### src/rtl/div_pkg.sv
// ---------------------------------------------------------------------------
// div_pkg
// Shared types and constants for the sequential restoring divider.
//   state_t      : controller states (IDLE / RUN / FIN)
//   DZ_QUOT_BIT  : fill bit for the quotient on a divide-by-zero (all ones)
//   cnt_width()  : width of the iteration counter for a given operand width
// ---------------------------------------------------------------------------
package div_pkg;

    typedef enum logic [1:0] {
        ST_IDLE = 2'd0,
        ST_RUN  = 2'd1,
        ST_FIN  = 2'd2
    } state_t;

    localparam logic DZ_QUOT_BIT = 1'b1;

    // The counter only has to hold W-1, so $clog2(W) bits are enough.
    function automatic int cnt_width(input int w);
        return (w > 1) ? $clog2(w) : 1;
    endfunction

endpackage

### src/rtl/div_trial_sub.sv
// ---------------------------------------------------------------------------
// div_trial_sub
// Combinational trial subtraction A + ~B + 1 at N bits.
//   i_a     : minuend
//   i_b     : subtrahend
//   o_diff  : N-bit difference
//   o_carry : carry-out of the add; 1 means A >= B (no borrow)
// ---------------------------------------------------------------------------
module div_trial_sub #(
    parameter int N = 5
) (
    input  logic [N-1:0] i_a,
    input  logic [N-1:0] i_b,
    output logic [N-1:0] o_diff,
    output logic         o_carry
);

    localparam logic [N:0] ONE = (N+1)'(1);

    assign {o_carry, o_diff} = {1'b0, i_a} + {1'b0, ~i_b} + ONE;

endmodule

### src/rtl/seq_divider.sv
// ---------------------------------------------------------------------------
// seq_divider
// Multi-cycle unsigned restoring divider, one quotient bit per clock.
//   i_clk        : rising-edge clock
//   i_rst_n      : asynchronous active-low reset
//   i_start      : operation request, sampled only in IDLE
//   i_data_a     : dividend, captured on the accepting edge
//   i_data_b     : divisor, captured on the accepting edge
//   o_busy       : high in RUN and FIN
//   o_done       : one-cycle pulse in FIN; results valid from then on
//   o_quot       : quotient (all ones on divide-by-zero)
//   o_rem        : remainder (dividend on divide-by-zero)
//   o_dz         : divide-by-zero flag of the last operation
//   o_z          : high when o_quot is zero
//   o_dbg_state  : current controller state
//
// Handshake: a request is accepted on a rising edge where the unit is in
// IDLE and i_start is high; o_busy rises after that edge. Requests while
// busy are dropped, not queued. o_done marks the single cycle in which the
// new results first appear; they then hold until the next o_done.
// ---------------------------------------------------------------------------
module seq_divider
    import div_pkg::*;
#(
    parameter int W = 4
) (
    input  logic         i_clk,
    input  logic         i_rst_n,
    input  logic         i_start,
    input  logic [W-1:0] i_data_a,
    input  logic [W-1:0] i_data_b,
    output logic         o_busy,
    output logic         o_done,
    output logic [W-1:0] o_quot,
    output logic [W-1:0] o_rem,
    output logic         o_dz,
    output logic         o_z,
    output state_t       o_dbg_state
);

    localparam int CW = cnt_width(W);

    state_t        r_state;
    state_t        w_next_state;
    logic [CW-1:0] r_cnt;
    logic [W-1:0]  r_q;
    logic [W-1:0]  r_div;
    logic [W:0]    r_rem;
    logic          r_dz_pend;

    logic [W:0]    w_r_shift;
    logic [W:0]    w_trial_diff;
    logic          w_no_borrow;
    logic [W:0]    w_r_next;
    logic [W-1:0]  w_q_next;
    logic          w_last;
    logic          w_unused_rem_msb;

    // {R, Q} shifted left by one; the restored remainder is always below
    // the divisor, so R's top bit is zero and drops out of the shift.
    assign w_r_shift        = {r_rem[W-1:0], r_q[W-1]};
    assign w_unused_rem_msb = r_rem[W];

    div_trial_sub #(.N(W + 1)) u_trial (
        .i_a     (w_r_shift),
        .i_b     ({1'b0, r_div}),
        .o_diff  (w_trial_diff),
        .o_carry (w_no_borrow)
    );

    assign w_r_next = w_no_borrow ? w_trial_diff : w_r_shift;
    assign w_q_next = {r_q[W-2:0], w_no_borrow};
    assign w_last   = (r_cnt == '0);

    // State register
    always_ff @(posedge i_clk or negedge i_rst_n) begin
        if (!i_rst_n) begin
            r_state <= ST_IDLE;
        end else begin
            r_state <= w_next_state;
        end
    end

    // Next-state logic. A zero divisor also passes through one RUN cycle
    // (counter loaded with 0) so its results land one edge after accept.
    always_comb begin
        w_next_state = r_state;
        case (r_state)
            ST_IDLE: if (i_start) w_next_state = ST_RUN;
            ST_RUN:  if (w_last)  w_next_state = ST_FIN;
            ST_FIN:  w_next_state = ST_IDLE;
            default: w_next_state = ST_IDLE;
        endcase
    end

    // State-decoded outputs
    always_comb begin
        o_busy      = (r_state == ST_RUN) || (r_state == ST_FIN);
        o_done      = (r_state == ST_FIN);
        o_dbg_state = r_state;
    end

    // Datapath and result registers. Results are written on the edge that
    // enters FIN so they are already valid while o_done is high.
    always_ff @(posedge i_clk or negedge i_rst_n) begin
        if (!i_rst_n) begin
            r_cnt     <= '0;
            r_q       <= '0;
            r_div     <= '0;
            r_rem     <= '0;
            r_dz_pend <= 1'b0;
            o_quot    <= '0;
            o_rem     <= '0;
            o_dz      <= 1'b0;
            o_z       <= 1'b1;
        end else begin
            case (r_state)
                ST_IDLE: begin
                    if (i_start) begin
                        r_q       <= i_data_a;
                        r_div     <= i_data_b;
                        r_rem     <= '0;
                        r_dz_pend <= (i_data_b == '0);
                        r_cnt     <= (i_data_b == '0) ? '0 : CW'(W - 1);
                    end
                end
                ST_RUN: begin
                    if (r_dz_pend) begin
                        // r_q still holds the untouched dividend here.
                        o_quot <= {W{DZ_QUOT_BIT}};
                        o_rem  <= r_q;
                        o_dz   <= 1'b1;
                        o_z    <= 1'b0;
                    end else begin
                        r_q   <= w_q_next;
                        r_rem <= w_r_next;
                        if (w_last) begin
                            o_quot <= w_q_next;
                            o_rem  <= w_r_next[W-1:0];
                            o_dz   <= 1'b0;
                            o_z    <= (w_q_next == '0);
                        end
                    end
                    if (!w_last) begin
                        r_cnt <= r_cnt - CW'(1);
                    end
                end
                default: ;
            endcase
        end
    end

endmodule

### config.mk
export PLATFORM = sky130hd
export DESIGN_NAME = seq_divider
export DESIGN_NICKNAME = d
export VERILOG_FILES = /design/src/rtl/div_pkg.sv /design/src/rtl/div_trial_sub.sv /design/src/rtl/seq_divider.sv
export SDC_FILE = /design/constraint.sdc
export NUM_CORES = 1
export LEC_CHECK = 0
export CAP_MARGIN = 20
export CORE_AREA = 4 4 63 65
export CTS_CLUSTER_DIAMETER = 200
export CTS_CLUSTER_SIZE = 28
export DETAILED_ROUTE_END_ITERATION = 8
export DIE_AREA = 0 0 67 69
export GPL_TIMING_DRIVEN = 0
export PLACE_DENSITY = 0.69
export SYNTH_ARGS = -nofsm -noshare
export SYNTH_HDL_FRONTEND = slang
export SYNTH_SLANG_ARGS = --single-unit
### constraint.sdc
create_clock -name i_clk -period 3.3 [get_ports i_clk]
set_clock_uncertainty 0.05 [all_clocks]
set_input_delay 0.495 -clock i_clk [delete_from_list [all_inputs] [get_ports i_clk]]
set_output_delay 0.495 -clock i_clk [all_outputs]
set_load 0.01 [all_outputs]
# ---- Word-level counts from Yosys, hierarchy flattened
# Cells that the tools add are included.
dict set report word_totals {
  inputBits 11
  mem_bits_rw 0
  mem_count 0
  wordCells 54
  latchBits 0
  rom_bits 0
  output_inout_bits 14
  register_bits 27
}
dict set report classes {
  n_reduce_logical 12
  order_cmp 0
  add_sub_neg 3
  shifts 0
  bitwise_logic 1
  n_div 0
  n_mux 22
  mul 0
  eq_ne 6
}
# cell n
set op_table {}
lappend op_table {{$mux 4} 9}
lappend op_table {{$pmux 4 s2} 2}
lappend op_table {{$mux 2} 5}
lappend op_table {{$logic_not 4->1} 2}
lappend op_table {{$ne 2x2->1 const B} 4}
lappend op_table {{$pmux 2 s2} 2}
lappend op_table {{$add 5x5->6} 1}
lappend op_table {{$add 6x1->6 const B} 1}
lappend op_table {{$reduce_and 2->1} 3}
lappend op_table {{$reduce_and 3->1} 2}
lappend op_table {{$not 4->5} 1}
lappend op_table {{$logic_not 2->1} 2}
lappend op_table {{$mux 1} 4}
lappend op_table {{$reduce_bool 2->1} 2}
lappend op_table {{$eq 2x1->1 const B} 1}
lappend op_table {{$eq 2x2->1 const B} 1}
lappend op_table {{$sub 2x1->2 const B} 1}
lappend op_table {{$logic_or 1x1->1} 1}

# ---- Longest topological paths before layout
# Gate-level depths: netlist (run 1).
dict set report depth {
  ltp_word 6
  depth_mapped 8
  mapped_depth_nobuf 8
}

# ---- Cells and area by module
# From an unflattened synthesis (run 1), not the netlist that was laid out.
dict set report unflattened {
  cells_unflattened 144
  hier_area_um2 1584.0
}
# module cells_each seq_area_each_um2 area_per_inst_um2 n_inst
set by_module_without_submodules {}
lappend by_module_without_submodules {seq_divider 115 676.9 1378.8 1}
lappend by_module_without_submodules {div_trial_sub 29 0.0 205.2 1}

# ---- Worst setup path before layout (run 1)
# No wires, ideal clock.
dict set report synth_timing {
  kind {reg-to-reg}
  start {register r_state[1], in the netlist o_dbg_state[1]}
  end {register r_state[0], in the netlist o_dbg_state[0]}
  arrival_time_ps 1513
  period_less_slack_ps 1688
  n_path_buf 1
  t_required_ps 3125
  setup_slack_ps 1612
  stages_incl_launch_ff 7
  setup_ps 125
  cell_sequence {dfrtp_1 > inv_1 > ha_1 > buf_4 > inv_1 > o21ai_1 > mux2_2}
}
dict set report synth_between {
  elab_chain_len 3
  elab_cells_between_ends 6
  cone_classes {eq/ne: 3; mux: 1; reduce/logical: 2}
}
# element line_no
set synth_lines {}
lappend synth_lines {{start, declared} seq_divider.sv:43} ;# state_t r_state;
lappend synth_lines {{start signal, assigned} seq_divider.sv:80} ;# r_state <= w_next_state;
lappend synth_lines {{$eq 2x1->1 or $logic_not 2->1 (tied branches)} seq_divider.sv:88} ;# case (r_state)
lappend synth_lines {{$ne 2x2->1 (no source line)} n/a}
lappend synth_lines {{$reduce_and 2->1 (no source line)} n/a}
# Parallel ways exist; a longest one is shown, timed or not.
# A chain may end at the register's enable or synchronous reset.

# ---- Final worst setup path (run 1)
dict set report layout_timing {
  start {register r_state[1], in the netlist o_dbg_state[1]}
  end {output port o_busy}
}
dict set report layout_between {
  elab_chain_len 2
  elab_cells_between_ends 3
  cone_classes {eq/ne: 2; reduce/logical: 1}
}
# element line_no
set layout_lines {}
lappend layout_lines {{$eq 2x1->1 or $eq 2x2->1 (tied branches)} seq_divider.sv:98} ;# o_busy = (r_state == ST_RUN) || (r_state == ST_FIN);
lappend layout_lines {{$logic_or 1x1->1 (*)} seq_divider.sv:98}
lappend layout_lines {{end, declared} seq_divider.sv:32} ;# output logic o_busy,
# Mark *: on every way between the ends. The rest lies on a longest branch, timed or not.

==> results of run 1 <==
-- area by class of cell --
cell class,instances,share of cell area (%)
sequential,27,36.7
inverter,13,2.65
buffer,5,1.56
clock buffer,4,1.43
tap,46,3.12
multi-input combinational,97,40.0
timing repair buffer,25,14.5
-- critical path, cell delays in order, from the launching register on --
cell and delay (ns):
dfrtp_1 0.43, inv_1 0.09, ha_1 0.27, clkdlybuf4s50_1 0.52
-- logic make-up (layout without fill, tap and decap cells) --
logic type | count (synthesis) | count (layout) | synth area share [%]
AO/OA/AOI/OAI | 44 | 44 | 20.5
adder cells (fa/ha/maj) | 10 | 10 | 8.89
buffers and inverters | 18 | 47 | 5.20
flip-flops | 27 | 27 | 45.4
multiplexers | 10 | 10 | 7.47
AND/OR/NAND/NOR | 33 | 33 | 12.6
-- registers in the layout, indices dropped and copies added, names as in the netlist --
register	flops
o_dz	1
r_q	4
r_cnt	2
r_div	4
o_dbg_state	2
o_rem	4
o_quot	4
r_dz_pend	1
r_rem	4
o_z	1
-- stage by stage --
stage	setup WS, ns	hold WS (ns)	area [um2]
6_report	1.11	0.446	1840
3_5_place_dp	1.31	0.419	1820
2_1_floorplan	1.61	0.149	1490
4_1_cts	1.08	0.441	1840
3_3_place_gp	1.33	0.410	1790
5_1_grt	0.988	0.465	1840
-- final timing paths --
kind	from	end	slack (ns)	depth (start not counted)
hold / removal	i_rst_n	o_quot[3]	0.45	1
setup / recovery	o_dbg_state[1]	o_busy	1.11	3
hold reg to reg	o_dz	o_dz	0.45	2
setup reg to reg	r_q[3]	r_rem[2]	1.42	8
max in group asynchronous	i_rst_n	r_dz_pend	2.28	2
min in group i_clk	o_dz	o_dz	0.45	2
-- cell usage in the layout (no fill, tap or decap), types with 2 or more instances in the layout --
cell type         n
buf_4             2
dfrtp_1          26
nand2b_1          2
a21oi_1           6
ha_1              9
buf_2             2
nand2_1          13
mux2i_1           4
o22a_1            7
o211ai_1          2
nor2_2            2
clkdlybuf4s50_1  24
inv_1            13
o21ai_1           4
nor2_1            4
a211oi_1          2
a21o_1            2
or3_1             2
o21ai_0           8
a32oi_1           3
nor3_1            3
mux2_2            5
clkbuf_1          2
clkbuf_4          3
o2bb2ai_1         2
o21ai_2           2
-- power breakdown --
group          internal (mW)  switching [mW]  leakage, nW
registers              0.472           0.103        0.339
logic                  0.515           0.542        0.494
clock network         0.0475           0.101       0.0150
-- per-layer routing --
metal  up-vias  global-route usage (%)  share of wire [%]
met1       573                    19.6                 44
met3         4                    2.44                3.8
met4         0                    5.63                1.5
met2        25                    26.2                 51
met5         -                       0                  0
li1        564                       -                  -
==> flow_results.org, run 1 <==
** Status
- The run finished with clean final reports.

** Yosys
- Gate Count Post-Synth :: 142
- After synthesis the netlist holds a flip-flop and latch count of 27.
- Synth area leaders :: dfrtp_1 (44%), ha_1 (7.6%), o22a_1 (4.1%)
- Summing every instance area after synthesis gives 1490 um2.
- Area fraction of the dominant cell type after synthesis :: 43.6%
- Averaged over all synthesized cells, the footprint is 10.5 um2.
- Of all flip-flops after synthesis, the portion carrying an async set or reset was 100%.
- Main flop type after synthesis :: dfrtp_1
- Top-count cell post-synth :: dfrtp_1
- The Yosys step of the flow raised 0 warnings.
- Number of unique standard cell types used by synthesis :: 40
- Leading post-synthesis cells by instance count :: dfrtp_1 (26), inv_1 (13), nand2_1 (13)
- Area leader, netlist :: dfrtp_1
- Sequential cells were found to cover 45.4% of the synthesized design area.
- The synthesized design contains 0 enable-type register cells.
- When the netlist entered floorplanning its net count stood at 163.

** Clock tree
- The number of setup buffers added after CTS is 0.
- TritonCTS buffer count :: 3
- In this run the number of H-tree levels came out at 1.
- Number of instances resized during post-cts repair :: 0
- The number of hold buffers added after CTS was 0.
- TritonCTS built the clock tree.
- Clock Sink Count :: 27
- Maximum number of buffers from clock root to sink :: 2
- Root buf cell :: clkbuf_4
- Clk_lat worst skew :: 0.33 ns
- Clock-pin slew of the registers on the worst-case setup and hold paths :: 0.14 ns

** Setup path
- Data required time of the critical path :: 2.75 ns
- Worst path arrival time :: 1.65 ns
- Element type at the critical path start :: register
- Crit-path max FO :: 4
- The worst setup path is of the register to output pin kind.
- Endpoint kind of the worst setup timing path :: output pin

** Global routing
- Global routing usage summed across all routing layers :: 15.5%
- The number of global-route vias before repair came to 1285.
- The first global-routing pass estimated 5750 um of wire.
- Number of antenna violations at the first check in global routing :: 0
- Entering global routing, the biggest net connects 20 pins.
- Total congestion overflow :: 0

** Layout
- Once layout is complete, the cells apart from fillers number 217.
- Measured on the finished design, the core utilization comes to 55.2%.
- Fill cells :: 316
- Growth of design area from synthesis to finish :: 23.6%
- Area used by multi-input combinational logic :: 737 um2
- Across the whole layout, storage elements account for 677 um2.
- Final-stage net count :: 193
- 0 antenna diodes ended up in the layout.
- Share of layout cells above drive strength 1 :: 14.6%

** Power and ir drop
- Dividing total power by cell area gives a power density of 966 nW/um2.
- Worst supply voltage drop on vdd :: 575 uV
- The design draws 1.78 mW.
- In this run the static leakage power is 0.848 nW.

** STA
- Setup_tns :: 0 ns
- Transition time at the pin with the least slew margin :: 0.540 ns
- Share of the cycle needed by the critical path after routing :: 66.5%
- FMAX :: 456 MHz
- Setup violations remaining at the end of the flow were counted as 0.
- Post-layout minimum cycle time :: 2.19 ns
- Setup repair after global routing missed its margin :: no
- The number of hold-slack violations in the final timing report was 0.
- The number of slew-limit violations in the final report is 0.
- The worst pin sits at a relative slew slack of 63.9%.

** Floorplan
- Die height :: 69 um
- The floorplan step defined a die boundary enclosing 4620 um2.
- 25 I/O pins were placed.
- Num rows :: 21
- Placeable core region :: 3340 um2
- For this configuration, the core starts out at a cell density of 44.7%.
- From left edge to right edge, the die measures 67 um.

** Detailed routing
- Average routed wire per standard cell :: 14.9 um
- In the routed layout, each cell is associated on average with a via count of 5.37.
- Antenna viol nets, final :: 0
- Post-detailed-route DRC marker count :: 0
- Initial DRC count :: 34
- Number of iterations in the first detailed-routing pass :: 4
- Total wirelength of the detailed-routed design :: 3230 um
- Routed via count :: 1166

** Placement
- Once detailed placement completed, the half-perimeter wirelength came to 2470 um.
- In this run the tool buffered the top-level ports with 24 buffer cells.
- GPL Wtd Cong :: 0.777
- Placed Instances :: 213

** Run
- Across the run, the number of max-cap violations was 0.

** Worst hold path
- Hold crit path type :: input port to asynchronous set/reset pin
Note: power is estimated with default switching activity, not from simulation.
==> inputs of run 2 (changes only) <==
Clock period 3.3 ns to 2.16 ns, I/O delays scaled along.
==> results of run 2 <==
Same layout as run 1 (identical final DEF). Status: finished, final reports clean.
Main changes from that run: setup slack after placement 1.31 ns -> 0.294 ns; setup slack after layout 1.11 ns -> 0.136 ns; hold slack 0.446 ns -> 0.275 ns; register-to-register setup slack 1.42 ns -> 0.28 ns; total power 1.78 mW -> 2.72 mW; worst IR drop on VDD 575 uV -> 878 uV
==> inputs of run 3 (changes only) <==
Settings changed: PLACE_DENSITY 0.69 to 0.71.
Clock period 2.16 ns to 1.8 ns, I/O delays scaled along.
==> run 3 against run 2 <==
Compared with the run above:
- register-to-register slack got worse by 0.22 ns
- combinational power rose by 46%
- non-clock buffer count rose by 8
- clock power rose by 13%
- cell count rose by 3.7%
- global-route usage fell by 0.67 points
- clock-buffer cell count did not move
- first-iteration DRC count rose by 110%
- die area did not move
- critical path type is now register to register
- via count rose by 4.1%
- sequential share of layout area fell by 2.9 points
==> flow_results.org, run 3 (synthesis gave the netlist of run 1 again) <==
** Status
- The flow ran to the end, and the final reports show no timing, DRC or antenna violations.

** Power and ir drop
- Areal power density over the cells :: 1840 nW/um2
- Total power draw :: 3.69 mW
- VDD sags by at most 1050 uV.
- In this run the static leakage power is 0.891 nW.

** Clock tree
- Clock Sink Count :: 27
- Maximum number of buffers from clock root to sink :: 2
- Root buf cell :: clkbuf_4
- Counting the buffers created by CTS gives 3.
- TritonCTS clock tree :: yes
- In this run, post-CTS hold repair placed 0 buffers.
- The clock reaches the later pin of the worst-skew pair after 0.32 ns.
- After clock tree synthesis, the clock-pin slew on the worst setup and hold paths is 0.13 ns.
- H-tree levels :: 1

** Setup path
- Capturing element of the worst setup path :: o_rem[2]
- Endpoint kind of the worst setup timing path :: register
- Cell depth of the worst flop-to-flop path :: 8
- Startpoint of the worst register-to-register path :: r_q[3]
- Endpoint of the lowest-slack register-to-register path :: o_rem[2]
- STA classifies the critical path startpoint as a register.
- Crit-path max FO :: 3
- CP Class :: register to register
- For flop-to-flop paths, the worst setup slack is 0.06 ns.
- Worst path arrival time :: 1.91 ns
- The critical path starts at r_q[3].
- Data required time of the critical path :: 1.97 ns

** Placement
- The congestion estimate from routability-driven global placement came to 0.824.
- Post-DP HPWL :: 2400 um
- During placement, the flow inserted port buffers numbering 24.

** Floorplan
- Number of top-level design ports :: 25
- The floorplan has 21 rows.
- The initial utilization of the core area, before any placement, comes to 44.7%.
- Placeable core region :: 3340 um2
- The die covers 4620 um2.
- The floorplan step set the die width to 67 um.
- The die is 69 um tall.

** Run
- Across the run, the number of max-cap violations was 0.

** STA
- The number of slew-limit violations in the final report was 0.
- Relative slew slack :: 65.1%
- Post-Route Hold Slack :: 0.222 ns
- The final critical path takes up 96.8% of the cycle.
- Final hold vios :: 0
- At the pin with the least slew margin, the transition time is 0.521 ns.
- Setup violations remaining at the end of the flow were counted as 0.
- The clock period could shrink to 1.74 ns.
- FMAX :: 574 MHz

** Worst hold path
- Hold crit path type :: input port to asynchronous set/reset pin

** Detailed routing
- Total wirelength of the detailed-routed design :: 3270 um
- The detailed router finished its first iteration with 71 violations.
- Average routed wire per standard cell :: 14.5 um
- In the routed layout, each cell is associated on average with a via count of 5.40.
- Antenna viol nets, final :: 0
- For this run, design rule violations remaining after detail routing come to 0.
- Number of iterations in the first detailed-routing pass :: 7
- Routed via count :: 1214

** Global routing
- Via count of the first global-routing pass :: 1202
- Summed over all layers, the global routing overflow is 0.
- Global routing usage summed across all routing layers :: 14.9%
- Maximum number of pins on one net before global-route repair :: 20
- Global-route wire length before repair :: 5470 um
- The initial antenna violation count was 0.

** Layout
- After the last flow step, the layout net total stands at 201.
- Of the cells placed in the final design, the portion with a size suffix greater than 1 is 26.8%.
- Cells fill 60.1% of the core in the end.
- Relative to the synthesized area, the layout overhead comes to 34.4%.
- Count of antenna diodes in the layout :: 0
- Counting the fill cells in the layout gives 274.
- The top cell types in the final layout, fill and taps aside, are dfrtp_1 (25), clkdlybuf4s50_1 (22), nand2_1 (13), inv_1 (10).
- Leaving out fill and tap cells, the most frequent cell in the layout is dfrtp_1.
[run 3: how the worst min path moves through the flow]
stage | from | to | slack [ns] | depth (start not counted)
2_1_floorplan | i_rst_n | o_dbg_state[0] | -0.08 | 0
3_5_place_dp | r_cnt[1] | r_cnt[1] | 0.42 | 1
5_1_grt | i_rst_n | r_div[0] | 0.24 | 1
3_3_place_gp | r_cnt[1] | r_cnt[1] | 0.41 | 1
6_report | i_rst_n | r_div[2] | 0.22 | 1
4_1_cts | i_rst_n | r_div[1] | 0.23 | 1
[run 3: repair_timing]
action	4_1_cts	5_1_grt
buffers inserted	5	3
hold endpoints to repair	0	0
endpoints found under the setup margin	9	14
pin swaps	4	6
gates resized for setup	6	17
[run 3: final cells by class]
type	count	area (um2)	area share [%]
Tap cell	46	57.6	2.87
Timing Repair Buffer	33	342	17.0
Inverter	13	48.8	2.43
Clock buffer	4	26.3	1.31
Buffer	5	35.0	1.75
Multi-Input combinational cell	97	817	40.8
Sequential cell	27	678	33.8
[run 3: routing by layer]
layer	GRT usage [%]	routed length, um	up-vias
met4	2.03	35	0
li1	-	-	585
met5	0	0	-
met1	20.2	1460	589
met2	24.2	1620	35
met3	3.57	156	5
[run 3: critical path, cell delays in order, from the launching register on]
cell       delay [ns]
dfrtp_1          0.42
inv_2            0.10
ha_4             0.14
inv_1            0.05
fa_2             0.35
nor3_2           0.17
a21oi_1          0.08
o2bb2ai_2        0.17
o21ai_0          0.10
[run 3: power breakdown]
group          switching (mW)  internal [mW]
Combinational            1.14           1.22
Sequential              0.203          0.866
Clock                   0.171         0.0869
[run 3: through the flow]
stage / instances / instance area [um2] / setup TNS, ns / setup WS, ns
5_1_grt: 225 / 2000 / -0.0754 / -0.0398
6_report: 225 / 2000 / 0 / 0.0580
4_1_cts: 222 / 1900 / -0.00221 / -0.00221
3_5_place_dp: 213 / 1820 / -0.246 / -0.0660
2_1_floorplan: 142 / 1490 / 0 / 0.112
3_3_place_gp: 212 / 1790 / -0.0661 / -0.0226
